$ cat config.mk
export PLATFORM = sky130hd
export DESIGN_NAME = reg_f_ctx
export DESIGN_NICKNAME = d
export VERILOG_FILES = /design/src/rtl/reg_f_pkg.sv /design/src/rtl/reg_f_ctx_ram.sv /design/src/rtl/reg_f_ctx.sv
export SDC_FILE = /design/constraint.sdc
export NUM_CORES = 1
export LEC_CHECK = 0
export ABC_AREA = 1
export CAP_MARGIN = 30
export CORE_UTILIZATION = 30
export CTS_CLUSTER_DIAMETER = 30
export DETAILED_ROUTE_END_ITERATION = 8
export SLEW_MARGIN = 0
export SYNTH_ARGS = -nofsm -noshare
export SYNTH_HDL_FRONTEND = slang
export SYNTH_SLANG_ARGS = --single-unit
$ cat constraint.sdc
create_clock -name clk -period 5.4 [get_ports clk]
set_input_delay 0.54 -clock clk [delete_from_list [all_inputs] [get_ports clk]]
set_output_delay 0.54 -clock clk [all_outputs]
set_load 0.005 [all_outputs]
$ cat src/rtl/reg_f_pkg.sv
// Shared types and fixed register indices for the context-stacked register file.
package reg_f_pkg;

    typedef enum logic [1:0] {
        IDLE    = 2'd0,
        SAVE    = 2'd1,
        RESTORE = 2'd2
    } state_t;

    localparam int ZERO_IDX = 0;
    localparam int ONES_IDX = 1;
    localparam int ACC_IDX  = 2;

endpackage

$ cat src/rtl/reg_f_ctx_ram.sv
// Single-port context RAM: synchronous write, one-cycle registered read.
module reg_f_ctx_ram #(
    parameter int WIDTH = 8,
    parameter int WORDS = 144,
    parameter int AW    = (WORDS > 1) ? $clog2(WORDS) : 1
) (
    input  logic             clk,
    input  logic             we,
    input  logic [AW-1:0]    addr,
    input  logic [WIDTH-1:0] wdata,
    output logic [WIDTH-1:0] rdata
);

    logic [WIDTH-1:0] mem [WORDS];

    always_ff @(posedge clk) begin
        if (we) begin
            mem[addr] <= wdata;
        end
        rdata <= mem[addr];
    end

endmodule

$ cat src/rtl/reg_f_ctx.sv
// Register file with constant R0/R1, accumulator R2 and a hardware stack that
// saves/restores the banked registers R2..R(SIZE-1) one word per cycle.
module reg_f_ctx
    import reg_f_pkg::*;
#(
    parameter int WIDTH = 8,
    parameter int SIZE  = 11,
    parameter int DEPTH = 16
) (
    input  logic                       clk,
    input  logic                       rst_n,
    input  logic [$clog2(SIZE)-1:0]    rf_addr_r1,
    output logic [WIDTH-1:0]           rf_data_out1,
    input  logic [$clog2(SIZE)-1:0]    rf_addr_r2,
    output logic [WIDTH-1:0]           rf_data_out2,
    input  logic [$clog2(SIZE)-1:0]    rf_addr_wr,
    input  logic                       rf_data_we,
    input  logic [WIDTH-1:0]           rf_data_in,
    input  logic                       rf_stack_push,
    input  logic                       rf_stack_pop,
    output logic                       rf_busy,
    output logic                       rf_stack_full,
    output logic                       rf_stack_empty,
    output logic                       rf_stack_err,
    output logic [$clog2(DEPTH+1)-1:0] rf_sp,
    output logic                       rf_acc_zero
);

    localparam int NB     = SIZE - 2;
    localparam int AW_R   = $clog2(SIZE);
    localparam int K_W    = $clog2(NB + 1);
    localparam int SP_W   = $clog2(DEPTH + 1);
    localparam int WORDS  = DEPTH * NB;
    localparam int RAM_AW = (WORDS > 1) ? $clog2(WORDS) : 1;

    state_t                      state_reg, state_next;
    logic [K_W-1:0]              k_reg, k_next;
    logic [SP_W-1:0]             sp_reg, sp_next;
    logic                        err_reg, err_next;
    logic [NB-1:0][WIDTH-1:0]    bank;
    logic                        full, empty;
    logic                        idle_wr, save_last, restore_wr, ram_we;
    logic [RAM_AW-1:0]           ram_addr;
    logic [WIDTH-1:0]            ram_wdata, ram_rdata;

    function automatic logic [WIDTH-1:0] read_port(
        input logic [AW_R-1:0]          a,
        input logic [NB-1:0][WIDTH-1:0] b
    );
        logic [WIDTH-1:0] d;
        d = '0;
        if (int'(a) == ONES_IDX) d = '1;
        for (int i = 0; i < NB; i++) begin
            if (int'(a) == i + ACC_IDX) d = b[i];
        end
        return d;
    endfunction

    assign full       = (sp_reg == SP_W'(DEPTH));
    assign empty      = (sp_reg == '0);
    assign idle_wr    = (state_reg == IDLE) && rf_data_we &&
                        (int'(rf_addr_wr) >= ACC_IDX) && (int'(rf_addr_wr) < SIZE);
    assign save_last  = (state_reg == SAVE) && (k_reg == K_W'(NB - 1));
    // RAM data lags the issued address by one cycle, so register k-1 is loaded.
    assign restore_wr = (state_reg == RESTORE) && (k_reg != '0);
    assign ram_we     = (state_reg == SAVE);

    for (genvar gi = 0; gi < NB; gi++) begin : g_bank
        logic [WIDTH-1:0] r_reg;
        always_ff @(posedge clk) begin
            if (!rst_n || save_last) begin
                r_reg <= '0;
            end else if (restore_wr && int'(k_reg) == gi + 1) begin
                r_reg <= ram_rdata;
            end else if (idle_wr && int'(rf_addr_wr) == gi + ACC_IDX) begin
                r_reg <= rf_data_in;
            end
        end
        assign bank[gi] = r_reg;
    end

    always_comb begin
        ram_wdata = '0;
        for (int i = 0; i < NB; i++) begin
            if (int'(k_reg) == i) ram_wdata = bank[i];
        end
        ram_addr = '0;
        if (k_reg < K_W'(NB)) begin
            ram_addr = RAM_AW'(int'(sp_reg) * NB + int'(k_reg));
        end
    end

    always_comb begin
        state_next = state_reg;
        k_next     = k_reg;
        sp_next    = sp_reg;
        err_next   = 1'b0;
        case (state_reg)
            IDLE: begin
                if (rf_stack_push && rf_stack_pop) begin
                    err_next = 1'b1;
                end else if (rf_stack_push) begin
                    if (full) begin
                        err_next = 1'b1;
                    end else begin
                        state_next = SAVE;
                        k_next     = '0;
                    end
                end else if (rf_stack_pop) begin
                    if (empty) begin
                        err_next = 1'b1;
                    end else begin
                        state_next = RESTORE;
                        k_next     = '0;
                        sp_next    = sp_reg - 1'b1;
                    end
                end
            end
            SAVE: begin
                if (k_reg == K_W'(NB - 1)) begin
                    state_next = IDLE;
                    k_next     = '0;
                    sp_next    = sp_reg + 1'b1;
                end else begin
                    k_next = k_reg + 1'b1;
                end
            end
            RESTORE: begin
                if (k_reg == K_W'(NB)) begin
                    state_next = IDLE;
                    k_next     = '0;
                end else begin
                    k_next = k_reg + 1'b1;
                end
            end
            default: state_next = IDLE;
        endcase
    end

    always_ff @(posedge clk) begin
        if (!rst_n) begin
            state_reg <= IDLE;
            k_reg     <= '0;
            sp_reg    <= '0;
            err_reg   <= 1'b0;
        end else begin
            state_reg <= state_next;
            k_reg     <= k_next;
            sp_reg    <= sp_next;
            err_reg   <= err_next;
        end
    end

    reg_f_ctx_ram #(
        .WIDTH (WIDTH),
        .WORDS (WORDS),
        .AW    (RAM_AW)
    ) u_ram (
        .clk   (clk),
        .we    (ram_we),
        .addr  (ram_addr),
        .wdata (ram_wdata),
        .rdata (ram_rdata)
    );

    assign rf_data_out1   = read_port(rf_addr_r1, bank);
    assign rf_data_out2   = read_port(rf_addr_r2, bank);
    assign rf_busy        = (state_reg != IDLE);
    assign rf_stack_full  = full;
    assign rf_stack_empty = empty;
    assign rf_stack_err   = err_reg;
    assign rf_sp          = sp_reg;
    assign rf_acc_zero    = (bank[0] == '0);

endmodule

After elaboration in Yosys (flattened, before gate mapping)
Memories as Yosys holds them, arrays and structs flattened. A register that Yosys moved wholly into a read port is not among the register bits.
Cells that the tools add are included.
- ROM bits: 0
- output and inout bits: 26
- bits in writable memories: 1152
- bits in latches: 0
- word-level logic and storage cells: 198
- memories: 1
- flip-flop bits (word level): 84
- $add $sub $neg: 4
- multipliers: 1
- reduce and logical (&&, ||, !) cells: 47
- $lt $le $gt $ge: 3
- equal/unequal tests: 52
- bitwise operators: 0
- div/mod/pow operators: 0
- multiplexer cells: 77
- shifts and indexed selects: 0
- memory list (memory ; depth ; width ; rd ports ; clocked after memory_dff ; write ports ; RTL line ; RTL):
    u_ram.mem ; 144 ; 8 ; 1 ; 1 ; 1 ; reg_f_ctx_ram.sv:14 ; logic [WIDTH-1:0] mem [WORDS];
- operator list (cell ; number):
    8-bit two-way mux ; 48
    4-bit == test (second input constant) ; 29
    4-bit by 3-bit == test with 1-bit output (second input constant) ; 8
    4-bit two-way mux ; 7
    5-bit two-way mux ; 5
    1-bit logical AND ; 24
    2-bit nonzero test ; 11
    2-bit two-way mux ; 7
    4-bit by 2-bit == test with 1-bit output (second input constant) ; 3
    4-bit case mux with 3 select lines ; 1
    6-bit AND reduction ; 2
    5-bit case mux with 2 select lines ; 1
    3-bit != test (second input constant) ; 3
    8-bit by 4-bit adder with 8-bit output ; 1
    8-bit zero test ; 1
    4-bit less-than comparator (second input constant) ; 2
    5-bit by 4-bit multiplier with 8-bit output (second input constant) ; 1
    2-bit != test (second input constant) ; 4
    1-bit two-way mux ; 7
    2-bit case mux with 3 select lines ; 1
    5-bit by 1-bit adder with 5-bit output (second input constant) ; 1
    5-bit == test (second input constant) ; 1
    5-bit zero test ; 1
    5-bit AND reduction ; 1
    13 further kinds ; 14

Depth between registers and ports, before layout
- word-level depth: 11
- depth in mapped cells: 20
- depth with buffers taken out: 20

By module
Synthesis repeated with hierarchy kept, for this count alone.
- cells, all modules: 5583
- area, all modules: 54322.1 um^2
- modules (own cells, without submodules) (module ; cells an instance ; sequential area each (um^2) ; area each (um^2) ; instances):
    reg_f_ctx_ram ; 4446 ; 34753.3 ; 47665.7 ; 1
    reg_f_ctx ; 1137 ; 1681.6 ; 6656.4 ; 1

Least setup slack after synthesis
Ideal clock, no wire load.
- path type: register to register
- start point: register k_reg[1]
- end point: memory u_ram.mem[0][1], data pin
- setup slack: 0.874 ns
- stages on the path, launching flop included: 12
- path buffers: 2
- library setup time: 0.982 ns
- arrival time: 3.544 ns
- cells stage by stage: dfxtp_1 -> inv_1 -> ha_1 -> clkbuf_1 -> inv_1 -> nor2_1 -> clkbuf_1 -> inv_1 -> o21ai_0 -> nand2_1 -> o211ai_1 -> nand3_1
- word-level cells in the longest chain between the ends: 10
- elaborated cells between the ends (all ways): 18
- ends and longest elaborated chain (what ; RTL line ; RTL):
    from (decl) ; reg_f_ctx.sv:37 ; logic [K_W-1:0] k_reg, k_next;
    from (signal assigned) ; reg_f_ctx.sv:148 ; k_reg <= k_next;
    4-bit zero test ; reg_f_ctx.sv:85 ; if (int'(k_reg) == i) ram_wdata = bank[i];
    8-bit two-way mux (8 in a row) ; reg_f_ctx.sv:85 ;
    8-bit two-way mux * ; reg_f_ctx.sv:85 ;
    via ram_wdata[1] ; reg_f_ctx.sv:44 ; logic [WIDTH-1:0] ram_wdata, ram_rdata;
    to (decl) ; reg_f_ctx_ram.sv:14 ;
The timed path passes the listed nets; every way through them passes the cells marked *.

Worst setup path after layout
- start point: register sp_reg[1] (netlist: rf_sp[1])
- end point: memory u_ram.mem[72][3] (enable)
- word-level cells in the longest chain between the ends: 3
- ends and longest elaborated chain (what ; RTL line ; RTL):
    from (decl) ; reg_f_ctx.sv:38 ; logic [SP_W-1:0] sp_reg, sp_next;
    from (signal assigned) ; reg_f_ctx.sv:149 ; sp_reg <= sp_next;
    5-bit by 4-bit multiplier with 8-bit output ; reg_f_ctx.sv:89 ; ram_addr = RAM_AW'(int'(sp_reg) * NB + int'(k_reg));
    8-bit by 4-bit adder with 8-bit output ; reg_f_ctx.sv:89 ;
    8-bit two-way mux ; reg_f_ctx.sv:88 ; if (k_reg < K_W'(NB)) begin
Every way passes these cells.

==> summary.txt <==
Status
  • Status: complete, but fails checks
  • Failing checks: DRC

Pwr
  • Cell Pwr Density: 738.5 nW/um^2
  • Internal power: 27.72 mW
  • Net Sw Power: 21.19 mW
  • Clock power frac: 32.6%
  • Sequential share of power: 25.5%
  • Combinational Power Share: 41.9%
  • Peak VDD IR: 587.9 uV
  • Leakage: 25.80 nW
  • Switching Share: 43.32%
  • Power Total: 48.91 mW

GRT
  • Total gr overflow: 0
  • Largest net degree at the start of global routing: 145
  • GRT Total Usage: 18.94%
  • Initial antenna violation count: 4
  • Vias in the first global route: 38980
  • First-pass GRT wire length: 255.0 mm

Drt
  • WL final: 173.6 mm
  • Pre-antenna DRT Iters: 9
  • Post-route ant nets: 0
  • DRC Markers: 2
  • Via count: 39990
  • Routed wire per std cell: 21.57 um
  • Vias per cell: 4.968
  • Initial DRC Count: 4565

Finish
  • # nets final: 5570
  • Largest register FFs: 1152
  • Share of cells above drive strength 1: 11.05%
  • Area grow syn2layout: 24.05%
  • Fillers: 17130

Clocking
  • CTS tree: yes
  • CTS Buf Count: 278
  • Clock Sink Count: 1244
  • Clock root buffer: clkbuf_16
  • H-tree Lvls: 5
  • Postcts setup bufs: 0
  • CTS Buffer Depth: 4
  • CTS resizes: 0
  • CTS Hold Bufs: 0
  • Clock latency on the worst-skew pair: 880 ps
  • Reg clk slew, reported paths: 50 ps

Logic synthesis
  • Syn Inst Count: 5253
  • Library cells used by synthesis: 42
  • Seq cells post-synth: 1244
  • Avg Cell Area, Syn: 10.16 sq um
  • Top cell type by total area after synthesis: edfxtp_1
  • Syn nets: 5306
  • Ranking of synthesized cells by area: edfxtp_1 (65%), nand2_1 (17%), nor2_1 (3.9%)
  • Post-synth EDFFs: 1152
  • Synth Cell Area: 53380 sq um
  • Synth warn: 0
  • Ys async rst share: 0%
  • Post-synth top area share: 64.80%
  • Most used DFF post-synth: edfxtp_1
  • Top-count cell post-synth: nand2_1
  • Commonest cells post-synth: nand2_1 (2410), edfxtp_1 (1152), nor2_1 (557)
  • Sequential share of the synthesized area: 68.25%

Die
  • Chip Width: 423.8 um
  • Die area: 179600 sq um
  • Top-level I/O count: 51
  • Core Rows: 154
  • Initial Util: 30.25%
  • Die height: 423.8 um
  • CORE AREA: 176500 sq um

Hold path
  • Hold Path Class: in2reg

Timing
  • Max Clock Freq: 0.2306 GHz
  • RSZ-0062 raised after global routing: no
  • Final setup violation count: 0
  • Final Hold Fails: 0
  • Final worst clock skew: 57.03 ps
  • Max-slew violations: 0
  • Worst-margin pin slew: 1109 ps
  • Final min period: 4336 ps
  • Hold_ws: 429.9 ps
  • Final period util: 80.30%
  • Setup TNS: 0 ps
  • Slew HR: 25.52%

Place
  • Final GP Congestion: 0.9638
  • IO buf count: 50
  • Hpwl dp: 106.4 mm

Setup path
  • CP Capture Type: flop
  • Crit path DAT: 4800 ps
  • Type of the worst setup path: reg2reg
  • Worst EP required: 5860 ps
  • Crit-path max FO: 18
  • Critical path startpoint category: flop

Run
  • Max Cap Viol: 0
## metal layers
layer,global-route usage (%),up-vias,share of wire [%]
met3,3.900,381,8.8
met5,0,-,0.025
li1,-,18280,-
met2,29.89,1989,46
met4,8.568,6,4.2
met1,25.00,19330,41
## path summary, 6_finish.rpt
| check | slack, ps | endpoint | cells past startpoint | startpoint |
|---|---|---|---|---|
| max | 1060 | u_ram.mem[72][3] | 11 | rf_sp[1] |
| min | 430 | rf_sp[4] | 3 | rst_n |
| max reg2reg | 1060 | u_ram.mem[72][3] | 11 | rf_sp[1] |
| min reg2reg | 500 | g_bank[5].r_reg[7] | 2 | g_bank[5].r_reg[7] |
## final cells by class
class                      instances  area, sq um  share of cell area, %
multi-input combinational       3630        15460                  23.35
clock buffer                     323         7367                  11.12
timing repair buffer             218         1982                  2.993
tap                             2340         2928                  4.421
inverter                         145        551.8                 0.8332
sequential                      1244        36430                  55.02
antenna                            1        2.502               0.003779
clock inverter                   148         1494                  2.256
## through the flow
stage | setup slack (ps) | cells | cell area, sq um | utilization [%]
finish | 1064 | 8049 | 66220 | 37.52
global route | 828.9 | 8049 | 66220 | 37.52
CTS | 1091 | 8048 | 66220 | 37.52
detailed placement | 1141 | 7577 | 57360 | 32.50
global placement | 1189 | 7576 | 57340 | 32.49
floorplan | 874.0 | 5253 | 53380 | -
## worst max-delay path, cell delays in order, from the launching register on
cell,delay (ps)
dfxtp_1,500
ha_1,300
ha_1,280
ha_1,340
a21oi_1,190
nand2_1,100
or2_2,290
nand3_2,90
nand2_1,280
inv_1,230
nand2_1,550
nor2_1,780
## power by group through the flow
stage / registers, mW / clock network (mW) / logic (mW)
floorplan: 12.7 / 0 / 11.5
global placement: 12.6 / 0 / 20.0
detailed placement: 12.6 / 0 / 20.0
CTS: 12.5 / 16.1 / 20.2
global route: 12.5 / 16.6 / 21.9
finish: 12.5 / 15.9 / 20.5
## cells in the final DEF, fill, tap and decap left out, types with 5 or more instances in the layout
| master | instances |
|---|---|
| o221ai_1 | 7 |
| a221oi_1 | 16 |
| clkbuf_1 | 31 |
| inv_1 | 122 |
| or2_2 | 6 |
| nand2_1 | 2403 |
| clkbuf_8 | 5 |
| clkinv_8 | 5 |
| clkbuf_16 | 287 |
| o211ai_1 | 5 |
| dfxtp_1 | 92 |
| buf_4 | 150 |
| a31oi_1 | 47 |
| a22oi_1 | 101 |
| o21ai_0 | 69 |
| inv_6 | 12 |
| inv_2 | 16 |
| o31ai_1 | 5 |
| bufinv_16 | 24 |
| clkinvlp_4 | 21 |
| o21ai_1 | 11 |
| clkinv_1 | 41 |
| nor2_1 | 557 |
| o22ai_1 | 5 |
| buf_12 | 17 |
| edfxtp_1 | 1152 |
| clkinv_4 | 11 |
| ha_1 | 24 |
| nand4_1 | 68 |
| nor3_1 | 22 |
| clkdlybuf4s50_1 | 50 |
| a21oi_1 | 74 |
| clkinv_2 | 39 |
| nand2_4 | 7 |
| nand3_1 | 160 |
| nor2_4 | 9 |
## kinds of logic (layout without fill, tap and decap cells)
family | after synthesis | after routing | synth area share [%]
AND/OR/NAND/NOR | 3254 | 3254 | 23.88
flip-flops | 1244 | 1244 | 68.25
buffers and inverters | 379 | 834 | 3.059
AO/OA/AOI/OAI | 345 | 345 | 4.071
adder cells (fa/ha/maj) | 28 | 28 | 0.6844
XOR/XNOR | 3 | 3 | 0.04923
other | 0 | 1 | 0
Power figures use the tool's default switching activity.
